==> src/rtl/tx_pkt_ctrl.sv <==
// Packet sequencer upstream of the tx baseband: loads N_BYTE payload bytes into the
// tx FIFO, waits an inter-packet gap, pulses tx/rx start, then waits for tx completion.
module tx_pkt_ctrl #(
    parameter int N_BYTE   = 8,
    parameter int GAP      = 128,
    parameter int ARM_WAIT = 100,
    parameter int CNTW     = 16
) (
    input  logic            clk,
    input  logic            rst,
    input  logic            en,
    input  logic [7:0]      s_data,
    input  logic            s_valid,
    output logic            s_ready,
    output logic            tx_wr_en,
    output logic [7:0]      tx_data,
    output logic            tx_start,
    output logic            rx_start,
    input  logic            txready,
    output logic            busy,
    output logic            pkt_done,
    output logic [CNTW-1:0] pkt_cnt
);

    localparam int BW = (N_BYTE   > 1) ? $clog2(N_BYTE)   : 1;
    localparam int GW = (GAP      > 1) ? $clog2(GAP)      : 1;
    localparam int AW = (ARM_WAIT > 1) ? $clog2(ARM_WAIT) : 1;

    localparam logic [BW-1:0] BYTE_LAST = BW'(N_BYTE - 1);
    localparam logic [GW-1:0] GAP_LAST  = GW'(GAP - 1);
    localparam logic [AW-1:0] ARM_LAST  = AW'(ARM_WAIT - 1);

    typedef enum logic [2:0] {
        ST_IDLE,
        ST_LOAD,
        ST_GAP,
        ST_START,
        ST_ARM,
        ST_WAIT_DONE
    } state_t;

    state_t          state, state_n;
    logic [BW-1:0]   byte_cnt, byte_cnt_n;
    logic [GW-1:0]   gap_cnt, gap_cnt_n;
    logic [AW-1:0]   arm_cnt, arm_cnt_n;

    logic            s_ready_n;
    logic            tx_wr_en_n;
    logic [7:0]      tx_data_n;
    logic            tx_start_n;
    logic            busy_n;
    logic            pkt_done_n;
    logic [CNTW-1:0] pkt_cnt_n;
    logic            accept;

    assign accept = en & s_valid & s_ready;

    // All outputs are registered, so next-cycle values are derived here from the next state.
    always_comb begin
        state_n    = state;
        byte_cnt_n = byte_cnt;
        gap_cnt_n  = gap_cnt;
        arm_cnt_n  = arm_cnt;
        tx_start_n = 1'b0;
        pkt_done_n = 1'b0;
        pkt_cnt_n  = pkt_cnt;
        tx_wr_en_n = accept;
        tx_data_n  = accept ? s_data : tx_data;

        if (en) begin
            case (state)
                ST_IDLE: begin
                    if (accept) begin
                        if (N_BYTE == 1) begin
                            state_n   = ST_GAP;
                            gap_cnt_n = '0;
                        end else begin
                            state_n    = ST_LOAD;
                            byte_cnt_n = BW'(1);
                        end
                    end
                end
                ST_LOAD: begin
                    if (accept) begin
                        if (byte_cnt == BYTE_LAST) begin
                            state_n   = ST_GAP;
                            gap_cnt_n = '0;
                        end else begin
                            byte_cnt_n = byte_cnt + BW'(1);
                        end
                    end
                end
                ST_GAP: begin
                    if (gap_cnt == GAP_LAST) begin
                        state_n    = ST_START;
                        tx_start_n = 1'b1;
                    end else begin
                        gap_cnt_n = gap_cnt + GW'(1);
                    end
                end
                ST_START: begin
                    state_n   = ST_ARM;
                    arm_cnt_n = '0;
                end
                ST_ARM: begin
                    if (arm_cnt == ARM_LAST) begin
                        state_n = ST_WAIT_DONE;
                    end else begin
                        arm_cnt_n = arm_cnt + AW'(1);
                    end
                end
                ST_WAIT_DONE: begin
                    if (txready) begin
                        state_n    = ST_IDLE;
                        pkt_done_n = 1'b1;
                        pkt_cnt_n  = pkt_cnt + CNTW'(1);
                    end
                end
                default: begin
                    state_n = ST_IDLE;
                end
            endcase
        end

        // s_ready also drops for the cycle after any disabled edge.
        s_ready_n = en && ((state_n == ST_IDLE) || (state_n == ST_LOAD));
        busy_n    = (state_n != ST_IDLE);
    end

    always_ff @(posedge clk or negedge rst) begin
        if (!rst) begin
            state    <= ST_IDLE;
            byte_cnt <= '0;
            gap_cnt  <= '0;
            arm_cnt  <= '0;
            s_ready  <= 1'b0;
            tx_wr_en <= 1'b0;
            tx_data  <= 8'h00;
            tx_start <= 1'b0;
            rx_start <= 1'b0;
            busy     <= 1'b0;
            pkt_done <= 1'b0;
            pkt_cnt  <= '0;
        end else begin
            state    <= state_n;
            byte_cnt <= byte_cnt_n;
            gap_cnt  <= gap_cnt_n;
            arm_cnt  <= arm_cnt_n;
            s_ready  <= s_ready_n;
            tx_wr_en <= tx_wr_en_n;
            tx_data  <= tx_data_n;
            tx_start <= tx_start_n;
            rx_start <= tx_start_n;
            busy     <= busy_n;
            pkt_done <= pkt_done_n;
            pkt_cnt  <= pkt_cnt_n;
        end
    end

endmodule

==> config.mk <==
export PLATFORM = sky130hd
export DESIGN_NAME = tx_pkt_ctrl
export DESIGN_NICKNAME = d
export VERILOG_FILES = /design/src/rtl/tx_pkt_ctrl.sv
export SDC_FILE = /design/constraint.sdc
export NUM_CORES = 1
export LEC_CHECK = 0
export ABC_AREA = 1
export BUFFER_PORTS_ARGS = -buffer_cell sky130_fd_sc_hd__buf_2
export CAP_MARGIN = 20
export CORE_MARGIN = 2
export CORE_UTILIZATION = 45
export CTS_BUF_LIST = sky130_fd_sc_hd__clkbuf_2
export CTS_CLUSTER_DIAMETER = 50
export DETAILED_ROUTE_END_ITERATION = 6
export HOLD_SLACK_MARGIN = 0.15
export PLACE_DENSITY = 0.7
export SLEW_MARGIN = 5
export SYNTH_ARGS = -nofsm -noshare
export SYNTH_HDL_FRONTEND = slang
export SYNTH_SLANG_ARGS = --single-unit
==> constraint.sdc <==
create_clock -name clk -period 1.3 [get_ports clk]
set_input_delay 0 -clock clk [delete_from_list [all_inputs] [get_ports clk]]
set_output_delay 0 -clock clk [all_outputs]
set_load 0.1 [all_outputs]
; ---- After elaboration in Yosys (flattened, before gate mapping)
; Index checks and enable logic that the tools add are counted.
[totals]
latchBits = 0
out_inout_bits = 30
ramBits = 0
in_bits = 13
word_cells = 68
mem_count = 0
regBits = 49
mem_bits_ro = 0
[op_classes]
mux = 24
div = 0
n_shift = 0
n_eq_ne = 15
n_mul = 0
n_bitwise = 2
addsub = 4
order_cmp = 0
reduce_logical = 12
[ops]
columns = operator, n
row1 = $mux 3, 10
row2 = $mux 7, 4
row3 = $pmux 7 s2, 2
row4 = $pmux 3 s6, 1
row5 = $add 16x1->16 const B, 1
row6 = $add 7x1->7 const B, 2
row7 = $eq 7x7->1 const B, 2
row8 = $ne 2x2->1 const B, 6
row9 = $reduce_and 5->1, 2
row10 = $eq 3x3->1 const B, 3
row11 = $eq 3x1->1 const B, 2
row12 = $eq 3x2->1 const B, 2
row13 = $logic_not 3->1, 2
row14 = $mux 1, 6
row15 = $pmux 3 s2, 1
row16 = $reduce_and 3->1, 2
row17 = $reduce_bool 2->1, 3
row18 = $add 3x1->3 const B, 1
row19 = $reduce_bool 3->1, 1
row20 = $and 1x1->1, 2
row21 = $logic_and 1x1->1, 1
row22 = $logic_or 1x1->1, 1

; ---- Depth between registers and ports, before layout
; Gate-level depths: netlist (run 1).
[logic_depth]
word_depth = 8
mapped_depth = 10
mapped_depth_nobuf = 9

; ---- Worst setup path after synthesis (run 1)
; No wires, ideal clock.
[synth_timing]
path_type = flip-flop to flip-flop
start = register pkt_cnt[5]
end = register pkt_cnt[15]
t_arrival_ns = 1.960
setup_time_ns = 0.120
required_ns = 1.180
setup_slack_ns = -0.780
stages_incl_launch_ff = 8
synth_period_minus_slack_ns = 2.080
path_cell_list = dfrtp_1 > nand2_1 > nor2_2 > nand3_1 > o21ai_0 > nand2_1 > nand2_1 > nand2_1
[synth_between]
elab_chain_len = 1
[synth_rtl]
columns = item, line_no
row1 = from (decl), 22  ; output logic [CNTW-1:0] pkt_cnt
row2 = from (signal assigned), 156  ; pkt_cnt <= pkt_cnt_n;
row3 = $add 16x1->16, 116  ; pkt_cnt_n = pkt_cnt + CNTW'(1);
; Every way passes these cells.
; A chain may end at the register's enable or synchronous reset.

; ---- Final worst setup path (run 1)
[layout_timing]
start = register byte_cnt[0]
end = register gap_cnt[5]
[layout_between]
elab_chain_len = 3
[layout_rtl]
columns = item, line_no
row1 = from (decl), 43  ; logic [BW-1:0] byte_cnt, byte_cnt_n;
row2 = from (signal assigned), 146  ; byte_cnt <= byte_cnt_n;
row3 = $eq 3x3->1, 85  ; if (byte_cnt == BYTE_LAST) begin
row4 = $ne 2x2->1 (no line), n/a
row5 = $reduce_and 5->1 (no line), n/a
row6 = to (signal assigned), 147  ; gap_cnt <= gap_cnt_n;
row7 = to (decl), 44  ; logic [GW-1:0] gap_cnt, gap_cnt_n;
; Every way passes these cells.

==> reports/metrics.yaml, run 1 <==
placement:
  post-place-ws_ns: -0.171
  post-dp-hpwl_microns: 4070
  gp_congestion: 0.894
  portBuffers: 42
  placed_area_sq_um: 3320
synthesis:
  synth_cell_types: 25
  synth.avg_cell_area_sq_um: 7.96
  ys_warn_count: 0
  postSynthCellCount: 324
  syn_nets: 342
  syn_area_sq_um: 2580
  seq_area_frac_synth_pct: 47.6
  yosys_register_bits: 49
floorplan:
  dieArea_sq_um: 6350
  num_io_pins: 43
  start_util_pct: 46.8
  core_area_sq_um: 5510
  rows: 27
  die_y_microns: 79.7
  die_x_microns: 79.7
route:
  routed-via-count: 2472
  wl_microns: 6530
  drt_pass1_iterations: 4
  vias_per_cell: 4.92
  routedWlPerCell_microns: 13.0
  drt-initial-drc-count: 83
  route.detailed.drc: 0
  ant_nets: 0
outcome:
  status: "finished, violations left"
  failed_checks: "negative hold slack, negative setup slack"
sta:
  rsz0062_at_grt: "true"
  fmax_ghz: 0.696
  worst_slew_pin_slew_ns: 0.485
  setup_viol: 35
  hold_ws_ns: -0.0928
  relSlewSlack_pct: 67.9
  hold_viol: 4
  drv_slew: 0
  clock_skew_ns: 0.0116
  period_needed_ns: 1.44
  setup_slack_ns: -0.138
  period_share_pct: 111
final_layout:
  most-common-layout-cells: "86 x nand2_1, 44 x buf_4, 31 x dfrtp_1, 30 x inv_1, 18 x nor2_1"
  diodes: 0
  final_nets: 447
  num-fill-cells: 392
  drive_gt1_share_pct: 44.7
  fin_area_sq_um: 3990
  layout_commonest_cell: "nand2_1"
  synthToLayoutAreaGrowth_pct: 54.7
pwr:
  ir_drop_mv: 1.40
  power_density_nw_per_um2: 1450
  cellLeakagePower_nw: 1.88
setup_path:
  criticalPathCategory: "register to register"
  worstPathRequired_ns: 1.69
  cp_max_fo: 5
  arrival_ns: 1.82
  worstSetupEndpointType: "register"
  cp-start-kind: "register"
clock_tree:
  cts_tree: "built"
  clock_sinks: 49
  cts_buffers: 5
  clkLatencyLatePin_ns: 0.44
  ctsHoldBuffers: 14
  clk_path_buf_depth: 2
  cts_root_buf: "clkbuf_2"
  htree_num_levels: 2
  cts.clk_slew.worst_paths_ns: 0.24
flow_run:
  maxCapViolCount: 0
global_route:
  grt_pass1_vias: 2533
  grt_pass1_wl_microns: 10800
  grt_use_total_pct: 21.3
  antenna_found_initial: 0
  grt_max_degree: 50
  gr-total-overflow: 0
worst_hold_path:
  hold_path.class: "input port to register"
cell type report:
class                   count  area, sq um  area share (%)
multi-input cells         230         1490            37.4
clock inverters             3         41.3            1.04
well taps                  72         90.1            2.26
inverters                  40          160            4.02
repair buffers            103          893            22.4
flip-flops and latches     49         1290            32.3
clock buffers               5         25.0           0.628
cell families (layout without fill, tap and decap cells):
| family | count (synthesis) | after routing | share of synthesized area [%] |
|---|---|---|---|
| simple gates | 194 | 195 | 34.1 |
| flops | 49 | 49 | 47.6 |
| compound gates | 18 | 18 | 3.79 |
| buf+inv | 46 | 151 | 7.77 |
| xor+xnor | 12 | 12 | 4.37 |
| fa+ha+maj | 5 | 5 | 2.43 |
per-stage QoR:
step / std cells / power (mW) / setup TNS, ns / util (%)
after detailed placement: 469 / 4.48 / -2.82 / 60.3
final: 502 / 5.80 / -2.86 / 72.4
after floorplan: 324 / 3.85 / -1.74 / -
after global placement: 469 / 4.43 / -1.64 / 60.3
after CTS: 500 / 5.57 / -2.96 / 69.1
after global routing: 502 / 6.14 / -6.26 / 72.4
worst max-delay path, stage by stage, from the launching register on:
cell	delay [ns]
dfrtp_1	0.41
ha_2	0.19
ha_4	0.12
nand4_1	0.13
nand2_2	0.13
nand2_4	0.08
nor2_4	0.18
nand2_1	0.08
o21ai_1	0.07
flip-flops by register name, summed over array words and instances, names as in the netlist:
register,cells
pkt_cnt,16
tx_data,8
arm_cnt,7
gap_cnt,7
byte_cnt,3
state,3
busy,1
pkt_done,1
rx_start,1
s_ready,1
tx_wr_en,1
layer usage:
metal  part of all wire, %  wire length, microns  GRT usage (%)  vias to the layer above
met5                     0                     0              0                        -
met4                   1.9                   127           7.07                        0
met3                   3.4                   223           3.73                       13
met2                    53                  3470           39.7                       51
met1                    41                  2700           24.4                     1171
li1                      -                     -              -                     1237
power breakdown:
part / switching [mW] / total [mW] / internal [mW]
Combinational: 1.94 / 2.86 / 0.921
Clock: 0.503 / 0.820 / 0.317
Sequential: 0.277 / 2.12 / 1.84
Total: 2.72 / 5.80 / 3.08
synth_stat cells:
cell type  count  area share [%]
nand2_1      108              16
dfrtp_1       49              48
inv_1         37             5.4
nand3_1       27             5.2
nor2_1        26             3.8
nand4_1       14             3.4
o21ai_0       14             2.7
nor3_1         9             1.7
xor2_1         8             2.7
ha_1           5             2.4
buf_4          3            0.87
inv_2          3            0.44
xnor2_1        3             1.0
buf_6          2            0.87
nand2_4        2            0.87
nor2_2         2            0.49
nor2_4         2            0.87
nor3_4         2             1.3
o21a_1         2            0.58
a21boi_0       1            0.29
a21oi_1        1            0.19
buf_2          1            0.19
nand3_2        1            0.39
nor3b_1        1            0.29
xnor2_2        1            0.63
path summary, 6_finish.rpt:
path                                          from  slack [ns]                     end  depth (start not counted)
setup / recovery           byte_cnt[0]$_DFFE_PN0P_       -0.14  gap_cnt[5]$_DFFE_PN0P_                          8
hold / removal                                  en       -0.09      state[0]$_DFF_PN0_                          3
setup reg to reg           byte_cnt[0]$_DFFE_PN0P_       -0.14  gap_cnt[5]$_DFFE_PN0P_                          8
hold reg to reg             tx_data[4]$_DFFE_PN0P_        0.50  tx_data[4]$_DFFE_PN0P_                          2
max in group asynchronous                      rst        0.42  pkt_cnt[1]$_DFFE_PN0P_                          4
min in group asynchronous                      rst        0.62  arm_cnt[6]$_DFFE_PN0P_                          4
what timing repair did:
item                                   4_1_cts  5_1_grt
endpoints found under the hold margin       84       16
buffers inserted                             7        3
gates resized for setup                     57       60
gates cloned                                 2        0
pin swaps                                   25       21
setup endpoints to repair                   52       54
(Power assumes the default switching activity.)
==> inputs of run 2 (changes only) <==
--- a/config.mk
+++ b/config.mk
@@ -5,7 +5,7 @@
 export SDC_FILE = /design/constraint.sdc
 export NUM_CORES = 1
 export LEC_CHECK = 0
-export ABC_AREA = 1
+export ABC_AREA = 0
 export BUFFER_PORTS_ARGS = -buffer_cell sky130_fd_sc_hd__buf_2
 export CAP_MARGIN = 20
 export CORE_MARGIN = 2
==> run 2 against run 1 <==
Compared with the run above: the flow finishes with violations (negative setup slack); critical path depth is 3 lower; setup slack worse by 0.30 ns; count of clock-buffer cells in the layout is 1 higher; final area is 0.22% higher; utilization is 6.8 points higher; clock power is 23% lower; final cell count is 17% lower; sequential share of layout area is 0.42 points lower; highest routed layer unchanged; critical endpoint is now busy$_DFF_PN0_; area after synthesis is 10% lower.
==> reports/metrics.yaml, run 2 <==
outcome:
  status: "finished, violations left"
  failed_checks: "negative setup slack"
synthesis:
  ys_async_sr_fraction_pct: 100
  ys_warn_count: 0
  synth_ff_type: "dfrtp_1"
  netlist_top_cells_area: "dfrtp_1 53%, xnor2_1 7.9%, mux2_2 4.4%"
  synth_top_area_share_pct: 52.9
  synth_most_common_cell: "dfrtp_1"
  synth-edff-count: 0
  synth_top_area_cell: "dfrtp_1"
  seq_area_frac_synth_pct: 52.9
  syn_area_sq_um: 2320
  syn_nets: 234
  synth_commonest_cells: "49 x dfrtp_1, 21 x nand2_1, 21 x xnor2_1"
  synth.avg_cell_area_sq_um: 10.7
  postSynthCellCount: 216
  yosys_register_bits: 49
  synth_cell_types: 46
final_layout:
  top_register: "pkt_cnt"
  largest_reg_flops: 16
  top_regs: "pkt_cnt (16), tx_data (8)"
  most-common-layout-cells: "57 x buf_4, 30 x dfrtp_1, 29 x buf_6, 17 x xnor2_1, 16 x clkbuf_4"
  layout_commonest_cell: "buf_4"
  final_nets: 365
  diodes: 0
  drive_gt1_share_pct: 62.4
  fin_util_pct: 79.3
  synthToLayoutAreaGrowth_pct: 72.6
clock_tree:
  clk_path_buf_depth: 2
  cts.clk_slew.worst_paths_ns: 0.23
  htree_num_levels: 2
  cts_buffers: 5
  cts_root_buf: "clkbuf_2"
  clock_sinks: 49
  clkLatencyLatePin_ns: 0.43
  cts_tree: "built"
setup_path:
  reg2reg_from: "arm_cnt[3]$_DFFE_PN0P_"
  arrival_ns: 2.10
  worstPathRequired_ns: 1.67
  worstSetupEndpointType: "register"
  cp-start-kind: "register"
  criticalPathCategory: "register to register"
  cp_max_fo: 2
  crit_start: "arm_cnt[3]$_DFFE_PN0P_"
pwr:
  ir_drop_mv: 1.12
  cellLeakagePower_nw: 1.82
  p_total_mw: 5.31
  power_density_nw_per_um2: 1330
route:
  routedWlPerCell_microns: 17.2
  route.detailed.drc: 0
  ant_nets: 0
  routed-via-count: 2239
  wl_microns: 7200
  drt_pass1_iterations: 4
  vias_per_cell: 5.36
  drt-initial-drc-count: 106
floorplan:
  core_area_sq_um: 5040
  num_io_pins: 43
  die_y_microns: 75.7
  rows: 26
  dieArea_sq_um: 5740
  die_x_microns: 75.7
  start_util_pct: 45.9
placement:
  post-dp-hpwl_microns: 3600
  gp_congestion: 0.812
  portBuffers: 42
sta:
  period_share_pct: 133
  drv_slew: 0
  relSlewSlack_pct: 68.1
  period_needed_ns: 1.73
  worst_slew_pin_slew_ns: 0.482
  hold_viol: 0
  clock_skew_ns: 0.0224
  setup_viol: 37
  fmax_ghz: 0.576
  rsz0062_at_grt: "true"
  setup_slack_ns: -0.435
global_route:
  grt_pass1_vias: 2080
  gr-total-overflow: 0
  grtUsageMet1_pct: 27.1
  use_met2_pct: 35.5
  grt_use_total_pct: 20.8
  grt.busiest_layer: "met2"
  grt_max_degree: 50
  gr-usage-met3_pct: 3.44
  antenna_found_initial: 0
  grt_pass1_wl_microns: 9200
worst_hold_path:
  hp-start: "en"
  hold_path.class: "input port to register"
flow_run:
  maxCapViolCount: 0
==> run 2: cell count changes after synthesis, sizes merged, moves of 6 or more <==
cell	change
xnor2	+17
nor3	-8
nor2	-13
mux2	+10
nand3	-10
nand2	-89
a21oi	+9
inv	-35
o21ai	-9
xor2	-7
nand4	-6
==> run 2: critical path: stages, from the launching register on <==
cell and delay [ns]:
dfrtp_1 0.43, or4b_4 0.56, o31ai_2 0.20, o311ai_1 0.13, a31oi_1 0.23, or2_1 0.14
==> run 2: path summary, 6_finish.rpt <==
check	endpoint	slack, ns	cells past startpoint
max	busy$_DFF_PN0_	-0.43	5
min	arm_cnt[3]$_DFFE_PN0P_	0.28	5
min reg2reg	pkt_cnt[10]$_DFFE_PN0P_	0.51	1
max reg2reg	busy$_DFF_PN0_	-0.43	5
min in group asynchronous	tx_data[7]$_DFFE_PN0P_	0.62	4
max in group asynchronous	pkt_cnt[4]$_DFFE_PN0P_	0.43	4
==> run 2: metal layers <==
layer / up-vias / share of wire, %
met5: - / 0
met4: 0 / 2.8
met3: 23 / 3.4
met2: 71 / 54
met1: 1111 / 40
li1: 1034 / -
==> run 2: logic make-up after synthesis <==
| logic type | after synthesis | share of synthesized area [%] |
|---|---|---|
| flip-flops | 49 | 52.9 |
| multiplexers | 10 | 4.86 |
| adder cells (fa/ha/maj) | 5 | 2.70 |
| buffers and inverters | 15 | 2.86 |
| XOR/XNOR | 22 | 8.32 |
| AND/OR/NAND/NOR | 81 | 18.3 |
| AO/OA/AOI/OAI | 34 | 9.99 |
==> run 2: what timing repair did <==
item                       CTS  global route
pin swaps                   32            41
hold buffers                15             0
gates resized for setup     64            70
hold endpoints to repair    73             0
setup endpoints to repair   59            59
buffers inserted            13            18
==> run 2: layout make-up <==
class	instances	area [sq um]
clock buffers	6	30.0
multi-input cells	152	1390
clock inverters	2	15.0
inverters	5	28.8
flip-flops and latches	49	1270
well taps	70	87.6
repair buffers	134	1170
fillers	256	1050
==> run 2: through the flow <==
step / TNS, ns / cells / hold WS (ns) / area [sq um] / worst slack [ns]
6_report: -8.32 / 418 / 0.278 / 4000 / -0.435
5_1_grt: -10.38 / 418 / 0.272 / 4000 / -0.495
4_1_cts: -6.54 / 406 / 0.227 / 3620 / -0.378
3_5_place_dp: -7.77 / 370 / 0.00379 / 3100 / -0.335
3_3_place_gp: -6.77 / 370 / 0.00666 / 3100 / -0.303
2_1_floorplan: -8.95 / 216 / -0.296 / 2460 / -0.382
==> run 2: report_power, final <==
group	switching [mW]	total (mW)	internal (mW)
combinational	1.71	2.66	0.952
clock	0.495	0.633	0.139
sequential	0.251	2.01	1.76
total	2.46	5.31	2.85
